**src/rtl/hack_pc_pkg.sv**
```systemverilog
// hack_pc_pkg: shared address width and halt-detector state encodings
package hack_pc_pkg;
  localparam int HACK_WIDTH = 16;
  typedef enum logic {HALT_RUN = 1'b0, HALT_HALTED = 1'b1} halt_state_t;
endpackage

```
**src/rtl/hack_pc_halt_det.sv**
```systemverilog
// hack_pc_halt_det: flags HALT_CNT consecutive enabled qualifying edges as a halt
module hack_pc_halt_det
  import hack_pc_pkg::*;
#(
  parameter int unsigned HALT_CNT = 3
) (
  input  logic clk,
  input  logic rst_n,
  input  logic en,
  input  logic qualify,
  output logic halted
);
  localparam int CW = $clog2(HALT_CNT + 1);
  halt_state_t state;
  logic [CW-1:0] cnt;
  always_ff @(posedge clk or negedge rst_n)
    if (!rst_n) begin
      state <= HALT_RUN;
      cnt <= '0;
    end else if (en) begin
      cnt <= !qualify ? '0 : (cnt == CW'(HALT_CNT)) ? cnt : cnt + CW'(1);
      state <= (qualify && cnt >= CW'(HALT_CNT - 1)) ? HALT_HALTED : HALT_RUN;
    end
  assign halted = (state == HALT_HALTED);
endmodule

```
**src/rtl/hack_pc.sv**
```systemverilog
// hack_pc: Hack program counter with self-jump halt detection; HACK_PC_PREV_EN adds
// a prev output holding the address of the last taken jump.
module hack_pc
  import hack_pc_pkg::*;
#(
  parameter int WIDTH = HACK_WIDTH,
  parameter int unsigned HALT_CNT = 3
) (
  input  logic             clk,
  input  logic             rst_n,
  input  logic             en,
  input  logic             clr,
  input  logic             load,
  input  logic             inc,
  input  logic [WIDTH-1:0] in,
  output logic [WIDTH-1:0] out,
  output logic             halted
`ifdef HACK_PC_PREV_EN
  ,
  output logic [WIDTH-1:0] prev
`endif
);
  logic qualify;
  assign qualify = !clr && load && (in == out);
  always_ff @(posedge clk or negedge rst_n)
    if (!rst_n) out <= '0;
    else if (en) out <= clr ? '0 : load ? in : inc ? out + WIDTH'(1) : out;
`ifdef HACK_PC_PREV_EN
  always_ff @(posedge clk or negedge rst_n)
    if (!rst_n) prev <= '0;
    else if (en && !clr && load && in != out) prev <= out;
`endif
  hack_pc_halt_det #(.HALT_CNT(HALT_CNT)) u_halt (
    .clk(clk),
    .rst_n(rst_n),
    .en(en),
    .qualify(qualify),
    .halted(halted)
  );
endmodule
```
**config.mk**
```make
export PLATFORM = sky130hd
export DESIGN_NAME = hack_pc
export DESIGN_NICKNAME = d
export VERILOG_FILES = /design/src/rtl/hack_pc_pkg.sv /design/src/rtl/hack_pc_halt_det.sv /design/src/rtl/hack_pc.sv
export SDC_FILE = /design/constraint.sdc
export NUM_CORES = 1
export LEC_CHECK = 0
export ABC_AREA = 1
export BUFFER_PORTS_ARGS = -buffer_cell sky130_fd_sc_hd__buf_2
export CAP_MARGIN = 10
export CORE_ASPECT_RATIO = 0.5
export CORE_MARGIN = 5
export CORE_UTILIZATION = 30
export CTS_CLUSTER_DIAMETER = 80
export DETAILED_ROUTE_END_ITERATION = 7
export GPL_ROUTABILITY_DRIVEN = 0
export GPL_TIMING_DRIVEN = 0
export PLACE_DENSITY = 0.49
export SETUP_SLACK_MARGIN = 0.4
export SLEW_MARGIN = 20
export SYNTH_ARGS = -nofsm -noshare
export SYNTH_HDL_FRONTEND = slang
export SYNTH_SLANG_ARGS = --single-unit
```
**constraint.sdc**
```tcl
create_clock -name clk -period 1.79 [get_ports clk]
set_clock_uncertainty 0.15 [all_clocks]
set_input_delay 0.0895 -clock clk [delete_from_list [all_inputs] [get_ports clk]]
set_output_delay 0.0895 -clock clk [all_outputs]
set_load 0.01 [all_outputs]
```
# Word-level counts from Yosys, hierarchy flattened
# Index checks and enable logic that the tools add are counted.
# totals
reg_bits	19
output_inout_bits	17
# classes
addsub	2
n_lt_le_gt_ge	1
eq_ne	3
mux	6
n_reduce_logical	7
# op_table
operator	count
16-bit two-way mux	3
16-bit by 1-bit adder with 16-bit output (second input constant)	1
16-bit equality test	1
2-bit two-way mux	2
2-bit AND reduction	2
1-bit logical AND	3
3-bit nonzero test	1
2-bit by 1-bit adder with 2-bit output (second input constant)	1
2-bit equality test (second input constant)	1
2-bit greater-or-equal comparator (second input constant)	1
2-bit != test (second input constant)	1
1-bit logical NOT	1
1-bit two-way mux	1

# Longest topological paths before layout
# logic_depth
depth_word	5
mapped_depth	10

# Hierarchy
# From an unflattened synthesis, not the netlist that was laid out.
# unflattened
cells_unflattened	228
area_unflattened_um2	1581.5
# by_module_without_submodules
module	n_inst	cells_each	area_per_inst_um2	seq_area_each_um2
hack_pc	1	207	1417.6	400.4
hack_pc_halt_det	1	21	163.9	75.1

# Worst setup path after synthesis
# No wires, ideal clock.
# synth_path
path_kind	reg-to-reg
start	register out[0]
end	register out[12]
t_arrival_ns	1.295
required_ns	1.518
path_slack_ns	0.224
stages_incl_launch_ff	11
n_path_buf	0
synth_period_minus_slack_ns	1.566
cell_sequence	dfrtp_1 ha_1 nand2_1 inv_2 nand4_2 inv_2 nand2_1 nor2_1 nand2_1 nand3_1 a21oi_2
# synth_between
elab_chain_len	4
# synth_lines
element	line_no	rtl
start, declared	hack_pc.sv:16	output logic [WIDTH-1:0] out,
start signal, assigned	hack_pc.sv:27	else if (en) out <= clr ? '0 : load ? in : inc ? out + WIDTH'(1) : out;
16-bit by 1-bit adder with 16-bit output	hack_pc.sv:27	
16-bit two-way mux (3 in a row)	hack_pc.sv:27	
# No other way between the ends. The select of a mux whose other input is x is not followed.
# A chain may end at the register's enable or synchronous reset.

# Worst setup path in the final report
# Same ends and word-level chain as after synthesis.

==> Implementation_results.wiki <==
{| class="wikitable"
! Metric !! Value
|-
| Highest Clock Rate || 0.635 GHz
|-
| Beginning of the worst register-to-register path || out[0]$_DFFE_PN0P_
|-
| Total power per unit cell area || 628 mW/mm^2
|-
| Layout area overhead || 41.9%
|-
| Synthesis-stage register bit count || 19
|-
| Average routed wire per standard cell || 14.3 um
|-
| Beginning of the worst hold path || in[8]
|-
| Number of remaining DRC errors || 0
|-
| Instance area after placement || 0.00195 sq mm
|-
| CTS tree || done
|-
| CTS H-tree lvls || 1
|-
| Standard-cell row count || 19
|-
| Number of max-capacitance violations reported || 0
|-
| YS warnings || 0
|-
| Startpoint class of the critical path || flip-flop
|-
| Clock root cell || clkbuf_8
|-
| Worst slack after detailed placement || 138 ps
|-
| Worst rel slew slack || 67.9%
|-
| Synthesized netlist cell count || 261
|-
| Data arrival time of the critical path || 1590 ps
|-
| Register clock-pin slew on the reported worst setup and hold paths || 80 ps
|-
| Die area || 0.00710 sq mm
|-
| Post-route fraction of the period consumed by the critical path || 88.0%
|-
| Maximum VDD drop || 238 uV
|-
| Final worst path period need || 1580 ps
|-
| HPWL reported at the end of detailed placement || 4.13 mm
|-
| Number of enable-type register cells in the synthesized netlist || 0
|-
| Category of the most critical setup path || reg2reg
|-
| Setup repair after global routing missed its margin || yes
|-
| Wire length of the first global-routing pass || 9.27 mm
|-
| Result of the run || complete, no violations
|-
| Worst Slack Setup Final || 214 ps
|-
| I/O pin count || 39
|-
| Synthesized area || 0.00163 sq mm
|-
| Top post-synthesis cells by area || dfrtp_1, nand2_1, inv_1, a21oi_1, nor2_1
|-
| Standby leakage power || 1.23 nW
|-
| Total negative slack || 0 ps
|-
| Post-synth net total || 286
|-
| Area of all placed cells without fillers || 0.00231 sq mm
|-
| All-Layer GR Usage || 16.3%
|-
| Total wirelength of the detailed-routed design || 5.68 mm
|-
| Cell taking the most area after synthesis || dfrtp_1
|-
| Average size of a mapped cell || 6.25 sq um
|-
| Slew Limit Fails || 0
|-
| Number of routed nets with antenna violations || 0
|-
| Worst setup path startpoint || out[0]$_DFFE_PN0P_
|-
| Via count of the first global-routing pass || 1850
|-
| Antenna violations before repair || 0
|-
| Initial core utilization || 30.4%
|-
| Via count of the routed design || 1931
|-
| Fraction of layout cells with a size suffix above 1 || 35.7%
|-
| Sort of element at the end of the critical path || flip-flop
|-
| Setup-violating endpoint count in the final report || 0
|-
| TritonRoute pass-1 iters || 4
|-
| GRT Residual Overflow || 0
|-
| Core area || 0.00537 sq mm
|-
| Input/output buffers || 38
|-
| Crit-path max FO || 5
|-
| Final net count || 351
|-
| Share of Yosys cell area claimed by the top area cell type || 29.1%
|-
| CTS Buffer Depth || 2
|-
| Clock Latency Late Sink || 270 ps
|-
| Required time worst endpoint || 1800 ps
|-
| Maximum number of pins on one net before global-route repair || 20
|-
| Clock sink total || 19
|-
| Top_reg_cell synth || dfrtp_1
|-
| Transition time at the pin with the least slew margin || 482 ps
|-
| Register area share after synthesis || 29.1%
|-
| HP Class || in2reg
|-
| Detailed-route vias per instance || 4.85
|-
| Chip Height || 62.1 um
|-
| Final count of hold timing violations || 0
|-
| Diode count || 0
|-
| Number of DRC violations after detailed-routing iteration 0 || 96
|-
| CTS Buf Count || 3
|-
| Die Span X || 114 um
|-
| Distinct cell type count after synthesis || 27
|-
| Post-synthesis async set-or-reset flop share || 100%
|}
final timing paths:
| path | endpoint | slack (ps) | cells after the start |
|---|---|---|---|
| max | out[12]$_DFFE_PN0P_ | 210 | 10 |
| min | out[8]$_DFFE_PN0P_ | 2 | 3 |
| max reg2reg | out[12]$_DFFE_PN0P_ | 210 | 10 |
| min reg2reg | u_halt.halted$_DFFE_PN0P_ | 380 | 2 |
| max in group asynchronous | out[6]$_DFFE_PN0P_ | 980 | 2 |
| min in group asynchronous | out[4]$_DFFE_PN0P_ | 160 | 2 |
what timing repair did:
item                       4_1_cts  5_1_grt
pin swaps                        6       19
resized for setup                8       30
setup endpoints to repair       13       18
hold endpoints to repair        25        0
gates cloned                     0        0
hold buffers                     6        0
buffers inserted                11        5
synthesized netlist by cell type (3+ instances only):
cell / number
o21ai_1: 5
nor2_2: 4
inv_1: 35
dfrtp_1: 19
a21oi_1: 18
a22oi_1: 10
o21ai_0: 11
nand2_2: 3
ha_1: 3
nand3_1: 16
o22ai_1: 3
buf_2: 3
nand4_1: 6
nor2_1: 24
inv_2: 8
nand2_1: 78
critical path, cell delays in order, from the launching register on:
cell	delay, ps
dfrtp_2	430
ha_4	170
nand2_4	50
inv_4	70
nand4_4	110
inv_4	120
nand2_4	70
nor2_1	100
nand2_1	70
nand3_2	80
a21oi_2	50
placed cells by master (no fill, tap or decap), types with 3 or more instances in the layout:
cell,netlist,layout
clkbuf_8,0,3
dfrtp_2,0,10
a21oi_2,1,4
inv_2,8,7
buf_6,0,4
buf_4,0,11
nor2_2,4,5
dlygate4sd3_1,0,6
nand4_1,6,6
nand2_1,78,75
inv_1,35,34
o21ai_2,1,4
nand3_2,2,6
o21ai_0,11,8
o21ai_1,5,5
nand2_2,3,3
nand3_1,16,11
a21oi_1,18,15
a22oi_2,0,3
dfrtp_1,19,9
nand2_4,1,4
a22oi_1,10,7
buf_2,3,41
nor2_1,24,23
power breakdown:
part / total [W] / leakage (nW) / switching (W) / internal [W]
clock network: 0.000332 / 0.0228 / 0.000173 / 0.000159
registers: 0.000558 / 0.224 / 0.0000765 / 0.000481
logic: 0.000564 / 0.982 / 0.000329 / 0.000235
total: 0.00145 / 1.23 / 0.000578 / 0.000875
kinds of logic (layout without fill, tap and decap cells):
family | Yosys count | after routing | synth area share (%)
DFF | 19 | 19 | 29.1
and+or+nand+nor | 139 | 139 | 38.3
xor gates and xnor gates | 2 | 2 | 1.07
buffers and inverters | 47 | 111 | 11.0
adders and majority gates | 3 | 3 | 2.30
AOI/OAI and AO/OA | 51 | 51 | 18.2
routing by layer:
metal  track usage, %  vias to the layer above  wire length [um]
met5                0                        -                 0
met4             3.26                        0                16
met3             2.72                        3               299
met2             24.9                       58              2530
met1             24.1                      894              2840
li1                 -                      976                 -
final cells by class:
| cell class | instances | area (sq um) |
|---|---|---|
| Timing Repair Buffer | 60 | 398 |
| Sequential cell | 19 | 488 |
| Inverter | 43 | 166 |
| Clock buffer | 4 | 45.0 |
| Fill cell | 576 | 3060 |
| Multi-Input combinational cell | 195 | 1110 |
| Tap cell | 73 | 91.3 |
| Buffer | 4 | 20.0 |
per-stage QoR:
step / std cells / utilization, % / total power, W / hold slack [ps]
4_1_cts: 393 / 40.4 / 0.00141 / 2.96
3_5_place_dp: 372 / 36.2 / 0.00102 / -59.9
3_3_place_gp: 372 / 36.2 / 0.00101 / -65.4
2_1_floorplan: 261 / - / 0.000840 / -356
6_report: 398 / 43.1 / 0.00145 / 1.84
5_1_grt: 398 / 43.1 / 0.00156 / 24.3
state kept, by name (all words and copies together), names as in the netlist:
| register | flops |
|---|---|
| u_halt.cnt | 2 |
| out | 16 |
| u_halt.halted | 1 |
Power figures use the tool's default switching activity.
